File: config.mk
export PLATFORM = sky130hd
export DESIGN_NAME = cla_seq_adder_flat
export DESIGN_NICKNAME = d
export VERILOG_FILES = /design/src/rtl/cla_seq_adder_if.sv /design/src/rtl/cla_seq_adder.sv /design/src/flat_wrapper.sv
export SDC_FILE = /design/constraint.sdc
export NUM_CORES = 1
export LEC_CHECK = 0
export CAP_MARGIN = 20
export CORE_MARGIN = 2
export CORE_UTILIZATION = 40
export CTS_CLUSTER_DIAMETER = 50
export CTS_CLUSTER_SIZE = 24
export DETAILED_ROUTE_END_ITERATION = 6
export GPL_TIMING_DRIVEN = 0
export SYNTH_ARGS = -nofsm -noshare
export SYNTH_HDL_FRONTEND = slang
export SYNTH_SLANG_ARGS = --single-unit
File: constraint.sdc
create_clock -name clk -period 5.4 [get_ports clk]
set_input_delay 1.08 -clock clk [delete_from_list [all_inputs] [get_ports clk]]
set_output_delay 1.08 -clock clk [all_outputs]
set_load 0.01 [all_outputs]
File: src/rtl/cla_seq_adder_if.sv
// Operand/result bundle for the sequenced CLA adder; start/busy/done handshake.
// Latency: none (wires only).
// Backpressure: the source must watch busy_out; starts while busy are dropped.
interface cla_seq_adder_if #(
  parameter int NIBBLES = 4
);
  localparam int W = 4 * NIBBLES;

  logic         start_in;
  logic [W-1:0] A_in;
  logic [W-1:0] B_in;
  logic         C0_in;
  logic         busy_out;
  logic         done_out;
  logic [W-1:0] S_out;
  logic         C_out;
  logic         ovf_out;

  // Operand source / controller side
  modport master (
    output start_in, A_in, B_in, C0_in,
    input  busy_out, done_out, S_out, C_out, ovf_out
  );

  // Adder side
  modport slave (
    input  start_in, A_in, B_in, C0_in,
    output busy_out, done_out, S_out, C_out, ovf_out
  );
endinterface

File: src/rtl/cla_seq_adder.sv
// Wide adder built from one registered 4-bit CLA slice, stepped LSB nibble first.
// Latency: NIBBLES+1 cycles from the accepting edge to the done pulse.
// Backpressure: start is sampled only while idle; starts during busy are dropped.
module cla_seq_adder #(
  parameter int NIBBLES = 4
) (
  input  logic            clk,
  input  logic            rst,
  cla_seq_adder_if.slave  bus
);
  localparam int W    = 4 * NIBBLES;
  localparam int IDXW = $clog2(NIBBLES + 1);
  localparam logic [IDXW-1:0] IDX_LAST = IDXW'(NIBBLES);

  typedef enum logic {IDLE, RUN} state_t;

  state_t         state_q, state_d;
  logic [IDXW-1:0] idx_q, idx_d;
  logic [W-1:0]   a_lat_q, a_lat_d;
  logic [W-1:0]   b_lat_q, b_lat_d;
  logic           c0_lat_q, c0_lat_d;
  logic [3:0]     s_q, s_d;
  logic           c_q, c_d;
  logic [W-1:0]   res_q, res_d;
  logic           cout_q, cout_d;
  logic           ovf_q, ovf_d;
  logic           done_q, done_d;

  // Slice operands and result (combinational part of the single shared slice)
  logic [3:0] a_nib, b_nib, g, p, slice_s;
  logic       slice_cin, c1, c2, c3, c4;

  // Select the current nibble of each latched operand and the slice carry-in
  always_comb begin
    a_nib = '0;
    b_nib = '0;
    for (int n = 0; n < NIBBLES; n++) begin
      if (idx_q == IDXW'(n)) begin
        a_nib = a_lat_q[4*n +: 4];
        b_nib = b_lat_q[4*n +: 4];
      end
    end
    slice_cin = (idx_q == '0) ? c0_lat_q : c_q;
  end

  // 4-bit carry-lookahead: all carries from generate/propagate and the slice carry-in
  always_comb begin
    g  = a_nib & b_nib;
    p  = a_nib ^ b_nib;
    c1 = g[0] | (p[0] & slice_cin);
    c2 = g[1] | (p[1] & g[0]) | (p[1] & p[0] & slice_cin);
    c3 = g[2] | (p[2] & g[1]) | (p[2] & p[1] & g[0]) | (p[2] & p[1] & p[0] & slice_cin);
    c4 = g[3] | (p[3] & g[2]) | (p[3] & p[2] & g[1]) | (p[3] & p[2] & p[1] & g[0])
       | (p[3] & p[2] & p[1] & p[0] & slice_cin);
    slice_s = p ^ {c3, c2, c1, slice_cin};
  end

  // Next-state: accept in IDLE, step one nibble per cycle in RUN, retire at idx==NIBBLES
  always_comb begin
    state_d  = state_q;
    idx_d    = idx_q;
    a_lat_d  = a_lat_q;
    b_lat_d  = b_lat_q;
    c0_lat_d = c0_lat_q;
    s_d      = s_q;
    c_d      = c_q;
    res_d    = res_q;
    cout_d   = cout_q;
    ovf_d    = ovf_q;
    done_d   = 1'b0;

    unique case (state_q)
      IDLE: begin
        if (bus.start_in) begin
          a_lat_d  = bus.A_in;
          b_lat_d  = bus.B_in;
          c0_lat_d = bus.C0_in;
          idx_d    = '0;
          state_d  = RUN;
        end
      end
      RUN: begin
        // The slice output registered last cycle belongs to nibble idx-1
        for (int n = 0; n < NIBBLES; n++) begin
          if (idx_q == IDXW'(n + 1)) begin
            res_d[4*n +: 4] = s_q;
          end
        end
        if (idx_q != IDX_LAST) begin
          s_d   = slice_s;
          c_d   = c4;
          idx_d = idx_q + IDXW'(1);
        end else begin
          cout_d  = c_q;
          ovf_d   = (a_lat_q[W-1] == b_lat_q[W-1]) && (s_q[3] != a_lat_q[W-1]);
          done_d  = 1'b1;
          idx_d   = '0;
          state_d = IDLE;
        end
      end
      default: state_d = IDLE;
    endcase
  end

  // State and datapath registers; reset abandons any operation in flight
  always_ff @(posedge clk or posedge rst) begin
    if (rst) begin
      state_q  <= IDLE;
      idx_q    <= '0;
      a_lat_q  <= '0;
      b_lat_q  <= '0;
      c0_lat_q <= 1'b0;
      s_q      <= '0;
      c_q      <= 1'b0;
      res_q    <= '0;
      cout_q   <= 1'b0;
      ovf_q    <= 1'b0;
      done_q   <= 1'b0;
    end else begin
      state_q  <= state_d;
      idx_q    <= idx_d;
      a_lat_q  <= a_lat_d;
      b_lat_q  <= b_lat_d;
      c0_lat_q <= c0_lat_d;
      s_q      <= s_d;
      c_q      <= c_d;
      res_q    <= res_d;
      cout_q   <= cout_d;
      ovf_q    <= ovf_d;
      done_q   <= done_d;
    end
  end

  assign bus.busy_out = (state_q == RUN);
  assign bus.done_out = done_q;
  assign bus.S_out    = res_q;
  assign bus.C_out    = cout_q;
  assign bus.ovf_out  = ovf_q;
endmodule

File: src/flat_wrapper.sv
// flat-port wrapper written by rule: the top's interface ports become plain ports
module cla_seq_adder_flat 
#(
  parameter int NIBBLES = 4
)
  (clk, rst, bus_start_in, bus_A_in, bus_B_in, bus_C0_in, bus_busy_out, bus_done_out, bus_S_out, bus_C_out, bus_ovf_out);
  cla_seq_adder_if #(.NIBBLES(NIBBLES)) bus_i ();
  input  logic clk;
  input  logic rst;
  input wire logic [$bits(bus_i.start_in)-1:0] bus_start_in;
  input wire logic [$bits(bus_i.A_in)-1:0] bus_A_in;
  input wire logic [$bits(bus_i.B_in)-1:0] bus_B_in;
  input wire logic [$bits(bus_i.C0_in)-1:0] bus_C0_in;
  output wire logic [$bits(bus_i.busy_out)-1:0] bus_busy_out;
  output wire logic [$bits(bus_i.done_out)-1:0] bus_done_out;
  output wire logic [$bits(bus_i.S_out)-1:0] bus_S_out;
  output wire logic [$bits(bus_i.C_out)-1:0] bus_C_out;
  output wire logic [$bits(bus_i.ovf_out)-1:0] bus_ovf_out;
  assign bus_i.start_in = bus_start_in;
  assign bus_i.A_in = bus_A_in;
  assign bus_i.B_in = bus_B_in;
  assign bus_i.C0_in = bus_C0_in;
  assign bus_busy_out = bus_i.busy_out;
  assign bus_done_out = bus_i.done_out;
  assign bus_S_out = bus_i.S_out;
  assign bus_C_out = bus_i.C_out;
  assign bus_ovf_out = bus_i.ovf_out;
  cla_seq_adder #(.NIBBLES(NIBBLES)) u_core (.clk(clk), .rst(rst), .bus(bus_i));
endmodule
## Word-level counts from Yosys, hierarchy flattened

Index checks and enable logic that the tools add are counted.

| word-level totals | value |
|---|---|
| bits in registers | 61 |
| bits of input ports | 36 |
| logic and storage cells | 80 |

| cells by class | value |
|---|---|
| $add $sub $neg | 1 |
| equality and inequality tests | 8 |
| muxes and demuxes | 17 |
| bitwise logic cells | 31 |
| reduce and logical (&&, ||, !) cells | 9 |

Operators with widths:

| cell | number |
|---|---|
| two-way mux 4 bit | 8 |
| AND 1 bit | 16 |
| AND reduction 2 bit | 7 |
| OR 1 bit | 10 |
| XOR 4 bit | 2 |
| == test 3 x 2 -> 1 bit, second input constant | 2 |
| two-way mux 3 bit | 2 |
| one-hot mux 3 bit (2 select lines) | 1 |
| two-way mux 1 bit | 5 |
| AND 4 bit | 1 |
| adder 3 x 1 -> 3 bit, second input constant | 1 |
| == test 3 x 1 -> 1 bit, second input constant | 1 |
| == test 3 bit, second input constant | 1 |
| zero test 3 bit | 1 |
| != test 3 bit, second input constant | 1 |
| != test 2 bit, second input constant | 1 |
| NOT 1 bit | 2 |
| one-hot mux 1 bit (2 select lines) | 1 |
| == test 1 bit | 1 |
| logical AND 1 bit | 1 |
| != test 1 bit | 1 |

## Longest topological paths before layout

Gate-level depths: netlist (run 1).

| depth | value |
|---|---|
| word-level depth | 11 |
| mapped depth | 12 |
| mapped depth without buffers | 11 |

## Worst setup path after synthesis (run 1)

Ideal clock, no wire load.

| timing | value |
|---|---|
| path type | register to register |
| start point | register u_core.idx_q[0] |
| end point | register u_core.s_q[2] |
| arrival | 2.418 ns |
| data required time | 5.255 ns |
| path slack | 2.837 ns |
| stages on the path, launching flop included | 13 |
| buffers on the path | 1 |
| cells stage by stage | dfrtp_1 -> inv_1 -> ha_1 -> clkbuf_1 -> and3b_1 -> a21oi_1 -> o21ai_0 -> a22o_1 -> ha_1 -> a21o_1 -> or3_1 -> a31oi_1 -> a311oi_1 |

| between the ends | value |
|---|---|
| word-level cells in the longest chain between the ends | 10 |
| elaborated cells between the ends (all ways) | 23 |
| classes of those cells | eq/ne: 4; mux: 9; bitwise: 8; reduce/logical: 2 |

Ends and longest elaborated chain:

| what | line | RTL |
|---|---|---|
| start, declared | cla_seq_adder.sv:18 | `logic [IDXW-1:0] idx_q, idx_d;` |
| start signal, assigned | cla_seq_adder.sv:121 | `idx_q <= idx_d;` |
| zero test 3 bit | cla_seq_adder.sv:38, cla_seq_adder.sv:43 |  |
| two-way mux 4 bit (4 in a row) | cla_seq_adder.sv:38 | `if (idx_q == IDXW'(n)) begin` |
| XOR 4 bit or AND 4 bit (tied branches) | cla_seq_adder.sv:49, cla_seq_adder.sv:48 |  |
| AND 1 bit | cla_seq_adder.sv:51 | `c2 = g[1] \| (p[1] & g[0]) \| (p[1] & p[0] & slice_cin);` |
| OR 1 bit or AND 1 bit (tied branches) | cla_seq_adder.sv:51 |  |
| OR 1 bit | cla_seq_adder.sv:51 |  |
| XOR 4 bit | cla_seq_adder.sv:55 | `slice_s = p ^ {c3, c2, c1, slice_cin};` |
| end signal, assigned | cla_seq_adder.sv:113 | `s_q <= '0;` |
| end signal, assigned | cla_seq_adder.sv:125 | `s_q <= s_d;` |
| end, declared | cla_seq_adder.sv:22 | `logic [3:0] s_q, s_d;` |

Parallel ways exist; a longest one is shown, timed or not.
A chain may end at the register's enable or synchronous reset.

## Worst setup path in the final report (run 1)

| timing | value |
|---|---|
| start point | register u_core.idx_q[1] |
| end point | register u_core.s_q[2] |

The elaborated chain is that of the path after synthesis.

==> results.json, run 1 <==
{
  "status": "completed",
  "worstSkewPairLatency_ps": 330,
  "antenna_found_initial": 0,
  "row_count": 30,
  "ys_top_cells_by_area": "dfrtp_1 (54%), mux2_2 (20%), ha_1 (4.0%), a22o_1 (2.8%), nand2_1 (2.7%)",
  "wl_met3_um": 242,
  "synth.top_cell.area_share_pct": 54.2,
  "postCtsHoldBufs": 0,
  "worstSetupPathType": "reg2reg",
  "grt.overflow.total": 0,
  "rr_worst_depth": 12,
  "port_buffers": 55,
  "start_util_pct": 41.5,
  "finalClockSkew_ps": 6.17,
  "p_leak_nw": 1.65,
  "h-tree-depth": 3,
  "min_period_ps": 3000,
  "fmax_mhz": 333,
  "area_growth_pct": 31.3,
  "post-dp-hpwl_um": 4170,
  "postLayoutCellArea_um2": 3700,
  "post_cts_resized": 0,
  "grt_first_pass_wirelength_um": 9260,
  "period_share_pct": 55.6,
  "dr_wl_met2_um": 2610,
  "top_layer_used": "met4",
  "maxCapViolations": 0,
  "syn_area_per_cell_um2": 12.5,
  "drive_above_1_share_pct": 24.9,
  "peakVddDrop_v": 0.000247,
  "detail_route.wl_per_cell_um": 14.1,
  "crit_path_end_kind": "flop",
  "firstDrtPassIters": 5,
  "vias": 1932,
  "grtUsageTotal_pct": 16.0,
  "drv_slew": 0,
  "startpoint_type": "flop",
  "ant_nets": 0,
  "p_per_area_nw_per_um2": 602,
  "vias_per_cell": 4.92,
  "cts_tree": "yes",
  "rsz0062_at_grt": "no",
  "fin_tns_setup_ps": 0,
  "grt_pass1_vias": 1889,
  "placed_area_um2": 3510,
  "fp.dieW_um": 88.0,
  "clockRootBuffer": "clkbuf_8",
  "crit_required_ps": 5590,
  "ff2ff_setup_slack_ps": 2400,
  "wl_met1_um": 2580,
  "r2r-start": "u_core.idx_q[1]$_DFFE_PP0P_",
  "remaining_drc_errors": 0,
  "dieArea_um2": 7740,
  "regToRegEndpoint": "u_core.s_q[2]$_DFFE_PP0P_",
  "post_cts_buffers": 0,
  "antenna_cells": 0,
  "clockBufferDepth": 2,
  "hold_class": "reg2reg",
  "yosys_warnings": 0,
  "relSlewSlack_pct": 56.3,
  "post-route-util_pct": 54.5,
  "yosys.cell_types.count": 30,
  "ys_ff_latch": 61,
  "critPathMaxFanout": 10,
  "synth_top_area_cell": "dfrtp_1",
  "tightest_slew_ps": 654,
  "hold-path-endpoint": "u_core.bus.ovf_out$_DFFE_PP0P_",
  "whs_path_depth": 2,
  "clock-sinks": 61,
  "grt_max_degree": 32,
  "die_h_um": 88.0,
  "finalSetupViolations": 0,
  "drt-total-wl_um": 5540,
  "syn_area_um2": 2820,
  "core_area_um2": 6790,
  "synthCells": 225,
  "io_pins": 56,
  "hold_viol": 0,
  "synth_seq_area_share_pct": 54.2,
  "arrival_ps": 3190,
  "numCtsBuffers": 9,
  "final_nets": 338,
  "place_congestion": 0.809,
  "syn-num-nets": 271,
  "path_clk_slew_ps": 60,
  "hp-start": "u_core.bus.ovf_out$_DFFE_PP0P_",
  "drtIter0Drc": 72
}
-- worst max-delay path: stages (launching register included) --
cell and delay [ps]:
dfrtp_1 420, inv_1 90, ha_1 300, clkbuf_1 450, and3b_1 230, a21oi_1 110, o21ai_0 110, a22o_1 250
ha_1 190, a21o_1 180, or3_1 310, a31oi_1 150, a311oi_1 60
-- power breakdown --
| part | internal, W | total (W) | switching [W] | leakage [nW] |
|---|---|---|---|---|
| Clock | 0.000224 | 0.000394 | 0.000170 | 0.0964 |
| Combinational | 0.000556 | 0.00101 | 0.000458 | 0.815 |
| Sequential | 0.000684 | 0.000819 | 0.000136 | 0.742 |
-- routing by layer --
metal / vias up / global-route usage [%]
li1: 932 / -
met1: 928 / 21.1
met2: 62 / 25.5
met3: 10 / 3.58
met4: 0 / 7.13
met5: - / 0
-- cell usage after synthesis (all sizes together) --
master	n
a21bo	1
a22o	9
o22ai	1
and3	1
ha	9
or3	1
nand2	20
a311oi	1
nor2	9
xnor2	1
a31o	1
fa	1
buf	5
a31oi	1
nand3	3
a22oi	1
mux2	51
a211o	1
inv	5
dfrtp	61
a21o	2
nor2b	2
o21ai	12
nand2b	1
clkbuf	6
a21boi	1
a21oi	10
and3b	8
-- layout make-up --
type	instances	area [µm²]
fill	637	3090
sequential	61	1530
multi-input combinational	148	1220
timing repair buffer	56	571
clock buffer	12	145
tap	96	120
buffer	11	53.8
clock inverter	4	47.5
inverter	5	18.8
-- cells by family after synthesis --
family	count (synthesis)	share of synthesized area [%]
multiplexers	51	20.5
AO/OA/AOI/OAI	41	9.50
XOR/XNOR	1	0.311
AND/OR/NAND/NOR	45	8.26
flip-flops	61	54.1
adder cells (fa/ha/maj)	10	4.70
buffers and inverters	16	2.57
-- sequential cells by signal (all words and copies together), names as in the netlist --
register and count:
u_core.a_lat_q 16, u_core.b_lat_q 16, u_core.bus.C_out 1, u_core.bus.S_out 16, u_core.bus.busy_out 1, u_core.bus.done_out 1, u_core.bus.ovf_out 1, u_core.c0_lat_q 1
u_core.c_q 1, u_core.idx_q 3, u_core.s_q 4
-- stage by stage --
step	hold slack (ps)	power [W]	instances	setup WS (ps)
3_3_place_gp	469	0.00182	376	1670
3_5_place_dp	474	0.00185	377	2390
6_report	484	0.00223	393	2400
4_1_cts	490	0.00225	393	2370
5_1_grt	509	0.00241	393	2120
2_1_floorplan	473	0.00151	225	2810
-- layout by cell type (no fill, tap or decap), drive strengths merged, types with 2 or more instances in the layout --
cell type | synthesis | layout
nor2 | 9 | 9
buf | 5 | 6
nor2b | 2 | 2
nand3 | 3 | 3
clkdlybuf4s50 | 0 | 55
a22o | 9 | 9
and3b | 8 | 8
inv | 5 | 5
dfrtp | 61 | 61
mux2 | 51 | 51
clkbuf | 6 | 18
a21oi | 10 | 10
ha | 9 | 9
o21ai | 12 | 12
nand2 | 20 | 20
a21o | 2 | 2
clkinv | 0 | 2
-- worst max path at each step --
stage                                      startpoint                             to  slack [ps]  cells past startpoint
after floorplan                                   rst  u_core.a_lat_q[0]$_DFFE_PP0P_        2810                      1
after global placement                            rst  u_core.b_lat_q[6]$_DFFE_PP0P_        1670                      2
after detailed placement  u_core.idx_q[1]$_DFFE_PP0P_      u_core.s_q[2]$_DFFE_PP0P_        2390                     12
after CTS                 u_core.idx_q[1]$_DFFE_PP0P_      u_core.s_q[2]$_DFFE_PP0P_        2370                     12
after global routing      u_core.idx_q[1]$_DFFE_PP0P_      u_core.s_q[2]$_DFFE_PP0P_        2120                     12
final                     u_core.idx_q[1]$_DFFE_PP0P_      u_core.s_q[2]$_DFFE_PP0P_        2400                     12
No activity file was read; power rests on OpenSTA's default activity.
==> run 2: changes to the inputs <==
==> constraint.sdc (replaced) <==
create_clock -name clk -period 3 [get_ports clk]
set_input_delay 0.6 -clock clk [delete_from_list [all_inputs] [get_ports clk]]
set_output_delay 0.6 -clock clk [all_outputs]
set_load 0.01 [all_outputs]
==> results.json, run 2 (same netlist as run 1, synthesis figures left out) <==
{
  "power_w": 0.00404,
  "area_growth_pct": 32.3,
  "vias": 1914,
  "row_count": 30,
  "final_nets": 339,
  "grt_pass1_vias": 1889,
  "worstSkewPairLatency_ps": 330,
  "antenna_cells": 0,
  "clock-sinks": 61,
  "hold_class": "reg2reg",
  "finalClockSkew_ps": 5.44,
  "remaining_drc_errors": 0,
  "core_area_um2": 6790,
  "period_share_pct": 94.7,
  "startpoint_type": "flop",
  "h-tree-depth": 3,
  "numCtsBuffers": 9,
  "antenna_found_initial": 0,
  "cp_slowest_stage_delay_ps": 410,
  "rr_worst_depth": 12,
  "tightest_slew_ps": 662,
  "vias_per_cell": 4.86,
  "io_pins": 56,
  "endpoint": "u_core.s_q[2]$_DFFE_PP0P_",
  "r2r-start": "u_core.idx_q[0]$_DFFE_PP0P_",
  "maxCapViolations": 0,
  "p_leak_nw": 1.67,
  "layout.cells.most_common": "dfrtp_1",
  "die_h_um": 88.0,
  "cts_tree": "yes",
  "clockBufferDepth": 2,
  "fmax_mhz": 352,
  "grtUsageTotal_pct": 16.0,
  "startpoint": "u_core.idx_q[0]$_DFFE_PP0P_",
  "start_util_pct": 41.5,
  "clockRootBuffer": "clkbuf_8",
  "post-route-util_pct": 54.9,
  "top_layer_used": "met4",
  "worstSetupPathType": "reg2reg",
  "port_buffers": 55,
  "placed_area_um2": 3510,
  "finalSetupViolations": 0,
  "holdWs_ps": 484,
  "fin_cells": 394,
  "critPathMaxFanout": 10,
  "grt_max_degree": 32,
  "wl_met3_um": 234,
  "post-dp-hpwl_um": 4170,
  "detail_route.wl_per_cell_um": 14.0,
  "regToRegEndpoint": "u_core.s_q[2]$_DFFE_PP0P_",
  "drtIter0Drc": 83,
  "path_clk_slew_ps": 60,
  "crit_required_ps": 3190,
  "dieArea_um2": 7740,
  "postCtsHoldBufs": 0,
  "cp_slowest_cell": "dfrtp_1",
  "drive_above_1_share_pct": 26.8,
  "hold_viol": 0,
  "place_congestion": 0.809,
  "arrival_ps": 3030,
  "dr_wl_met2_um": 2590,
  "grt_first_pass_wirelength_um": 9260,
  "p_per_area_nw_per_um2": 1080,
  "drv_slew": 0,
  "relSlewSlack_pct": 55.8,
  "dp_cells": 377,
  "min_period_ps": 2840,
  "wl_met1_um": 2590,
  "drt-total-wl_um": 5510,
  "firstDrtPassIters": 4,
  "peakVddDrop_v": 0.000441,
  "final_cell_mix": "dfrtp_1 (61), clkdlybuf4s50_1 (55), mux2_2 (50), nand2_1 (20), o21ai_0 (12)",
  "ant_nets": 0,
  "ff2ff_setup_slack_ps": 160,
  "n_fill_cell": 635,
  "cpMostUsedCell": "ha_1",
  "crit_path_end_kind": "flop",
  "postLayoutCellArea_um2": 3730,
  "status": "completed",
  "fp.dieW_um": 88.0,
  "grt.overflow.total": 0,
  "worstPathCellList": "inv_1 -> ha_1 -> clkbuf_2 -> and3b_1 -> a21oi_1 -> o21ai_0 -> a22o_1 -> ha_1 -> a21o_1 -> or3_1 -> a31oi_1 -> a311oi_1"
}
[run 2: layout make-up]
cell class                      instances  area, µm²  area share, %
Timing Repair Buffer                   58        586           15.7
Multi-Input combinational cell        148       1230           33.0
Tap cell                               96        120           3.22
Inverter                                5       18.8          0.503
Sequential cell                        61       1530           40.9
Buffer                                 10       55.1           1.48
Clock inverter                          4       47.5           1.28
Clock buffer                           12        145           3.89
[run 2: repair_timing]
| item | 4_1_cts | 5_1_grt |
|---|---|---|
| setup endpoints to repair | 1 | 3 |
| setup buffers | 0 | 2 |
| resized for setup | 1 | 7 |
[run 2: where the power goes]
part / internal [W] / switching (W) / leakage (nW)
clock: 0.000404 / 0.000301 / 0.0964
sequential: 0.00123 / 0.000243 / 0.742
combinational: 0.00103 / 0.000829 / 0.831
total: 0.00266 / 0.00137 / 1.67
[run 2: critical path: cells and delay by family (launching register included)]
family | cells | cell delay (ps)
simple gates | 2 | 500
fa+ha+maj | 2 | 620
buf+inv | 2 | 290
flops | 1 | 410
compound gates | 6 | 880
[run 2: how the worst min path moves through the flow]
stage,slack [ps],endpoint,cells past startpoint,start
after floorplan,470,u_core.a_lat_q[0]$_DFFE_PP0P_,1,u_core.a_lat_q[0]$_DFFE_PP0P_
after global placement,470,u_core.bus.ovf_out$_DFFE_PP0P_,2,u_core.bus.ovf_out$_DFFE_PP0P_
after detailed placement,470,u_core.bus.ovf_out$_DFFE_PP0P_,2,u_core.bus.ovf_out$_DFFE_PP0P_
after CTS,490,u_core.bus.ovf_out$_DFFE_PP0P_,2,u_core.bus.ovf_out$_DFFE_PP0P_
after global routing,510,u_core.bus.ovf_out$_DFFE_PP0P_,2,u_core.bus.ovf_out$_DFFE_PP0P_
final,480,u_core.bus.ovf_out$_DFFE_PP0P_,2,u_core.bus.ovf_out$_DFFE_PP0P_
[run 2: per-stage QoR]
| step | TNS (ps) | worst slack [ps] |
|---|---|---|
| after floorplan | 0 | 437 |
| after global placement | -15240 | -253 |
| after detailed placement | -7.60 | -7.60 |
| after CTS | 0 | 57.4 |
| after global routing | -8.07 | -8.07 |
| final | 0 | 158 |
[run 2: layer usage]
metal | vias to the layer above | GRT usage (%)
li1 | 935 | -
met1 | 912 | 21.1
met2 | 57 | 25.5
met3 | 10 | 3.58
met4 | 0 | 7.13
met5 | - | 0
==> run 3: changes to the inputs <==
--- a/config.mk
+++ b/config.mk
@@ -6,7 +6,7 @@
 export NUM_CORES = 1
 export LEC_CHECK = 0
 export CAP_MARGIN = 20
-export CORE_MARGIN = 2
+export CORE_MARGIN = 8
 export CORE_UTILIZATION = 40
 export CTS_CLUSTER_DIAMETER = 50
 export CTS_CLUSTER_SIZE = 24
==> results.json, run 3 (same netlist as run 1, synthesis figures left out) <==
{
  "detail_route.wl_per_cell_um": 15.0,
  "fp.dieW_um": 100,
  "grtUsageTotal_pct": 12.9,
  "post-route-util_pct": 55.1,
  "core_area_um2": 6790,
  "grt_pass1_vias": 1999,
  "rsz0062_at_grt": "no",
  "numCtsBuffers": 9,
  "dieArea_um2": 9990,
  "post_cts_buffers": 0,
  "post-dp-hpwl_um": 4460,
  "hold_viol": 0,
  "remaining_drc_errors": 0,
  "drtIter0Drc": 31,
  "final_cell_mix": "dfrtp_1 (61), clkdlybuf4s50_1 (55), mux2_2 (50), nand2_1 (20), clkbuf_8 (14)",
  "finalClockSkew_ps": 6.83,
  "place_congestion": 0.756,
  "ff2ff_setup_slack_ps": 290,
  "min_period_ps": 2710,
  "worstSkewPairLatency_ps": 330,
  "drv_slew": 0,
  "peakVddDrop_v": 0.000424,
  "area_growth_pct": 32.8,
  "final_nets": 335,
  "vias_per_cell": 4.89,
  "path_clk_slew_ps": 70,
  "startpoint_type": "flop",
  "r2r-start": "u_core.idx_q[1]$_DFFE_PP0P_",
  "crit_path_end_kind": "flop",
  "whs_path_depth": 2,
  "maxCapViolations": 0,
  "clockBufferDepth": 2,
  "layout.cells.most_common": "dfrtp_1",
  "p_leak_nw": 1.67,
  "relSlewSlack_pct": 56.7,
  "grt.overflow.total": 0,
  "hold-path-endpoint": "u_core.bus.ovf_out$_DFFE_PP0P_",
  "antenna_found_initial": 0,
  "clockRootBuffer": "clkbuf_8",
  "ant_nets": 0,
  "hold_class": "reg2reg",
  "fmax_mhz": 369,
  "drt-total-wl_um": 5870,
  "start_util_pct": 41.5,
  "row_count": 30,
  "h-tree-depth": 3,
  "power_w": 0.00413,
  "vias": 1906,
  "port_buffers": 55,
  "finalSetupViolations": 0,
  "worstSetupPathType": "reg2reg",
  "setup_ws_ps": 293,
  "postCtsHoldBufs": 0,
  "firstDrtPassIters": 4,
  "startpoint": "u_core.idx_q[1]$_DFFE_PP0P_",
  "status": "completed",
  "grt_max_degree": 32,
  "cts_tree": "yes",
  "grt_first_pass_wirelength_um": 10200,
  "dpl_worst_slack_ps": -7.29,
  "period_share_pct": 90.2,
  "io_pins": 56,
  "critPathMaxFanout": 10,
  "drive_above_1_share_pct": 27.2,
  "die_h_um": 100,
  "tightest_slew_ps": 649,
  "hp-start": "u_core.bus.ovf_out$_DFFE_PP0P_",
  "crit_required_ps": 3180,
  "antenna_cells": 0,
  "p_per_area_nw_per_um2": 1100,
  "clock-sinks": 61,
  "arrival_ps": 2890,
  "regToRegEndpoint": "u_core.s_q[2]$_DFFE_PP0P_",
  "rr_worst_depth": 12
}
-- run 3: cell count changes in the layout (fill, tap and decap cells not counted), sizes merged --
cell / change
buf: -2
clkinv: -2
-- run 3: layout make-up --
class	instances	area, µm²
clock inverters	2	37.5
well taps	96	120
flip-flops and latches	61	1530
inverters	5	18.8
clock buffers	14	193
multi-input cells	148	1230
plain buffers	8	46.3
repair buffers	56	571
fillers	602	3050
-- run 3: what timing repair did --
item,in CTS,in global routing
gates resized for setup,1,6
hold endpoints to repair,0,0
endpoints found under the setup margin,1,3
pin swaps,0,0
-- run 3: worst max path at each step --
stage                                                to  slack [ps]  depth (start not counted)
final                         u_core.s_q[2]$_DFFE_PP0P_         290                         12
after detailed placement      u_core.s_q[2]$_DFFE_PP0P_          -7                         12
after global routing          u_core.s_q[2]$_DFFE_PP0P_          70                         12
after CTS                     u_core.s_q[2]$_DFFE_PP0P_          30                         10
after floorplan               u_core.s_q[2]$_DFFE_PP0P_         440                         12
after global placement    u_core.b_lat_q[6]$_DFFE_PP0P_        -240                          2
-- run 3: metrics by stage --
| step | hold slack, ps | instance area [µm²] | instances | TNS (ps) |
|---|---|---|---|---|
| 3_5_place_dp | 473 | 3510 | 377 | -7.29 |
| 3_3_place_gp | 470 | 3490 | 376 | -14240 |
| 4_1_cts | 489 | 3740 | 393 | 0 |
| 6_report | 484 | 3740 | 390 | 0 |
| 2_1_floorplan | 473 | 2820 | 225 | 0 |
| 5_1_grt | 516 | 3740 | 390 | 0 |
-- run 3: critical path, cell delays in order, from the launching register on --
cell and delay, ps:
dfrtp_1 420, inv_1 100, ha_2 260, clkbuf_4 240, and3b_1 190, a21oi_1 110, o21ai_0 100, a22o_1 240
ha_1 200, a21o_1 180, or3_1 310, a31oi_1 150, a311oi_1 60
-- run 3: layer usage --
layer | routed length [µm] | share of wire, % | track usage, % | vias up
li1 | - | - | - | 927
met1 | 2730 | 46 | 16.3 | 922
met2 | 2720 | 46 | 19.8 | 53
met3 | 369 | 6.3 | 4.78 | 4
met4 | 46 | 0.78 | 4.54 | 0
met5 | 0 | 0 | 0 | -
-- run 3: where the power goes --
part	leakage [nW]	switching (W)	internal, W
Clock	0.115	0.000308	0.000498
Combinational	0.814	0.000839	0.00102
Sequential	0.742	0.000239	0.00123
Total	1.67	0.00139	0.00274
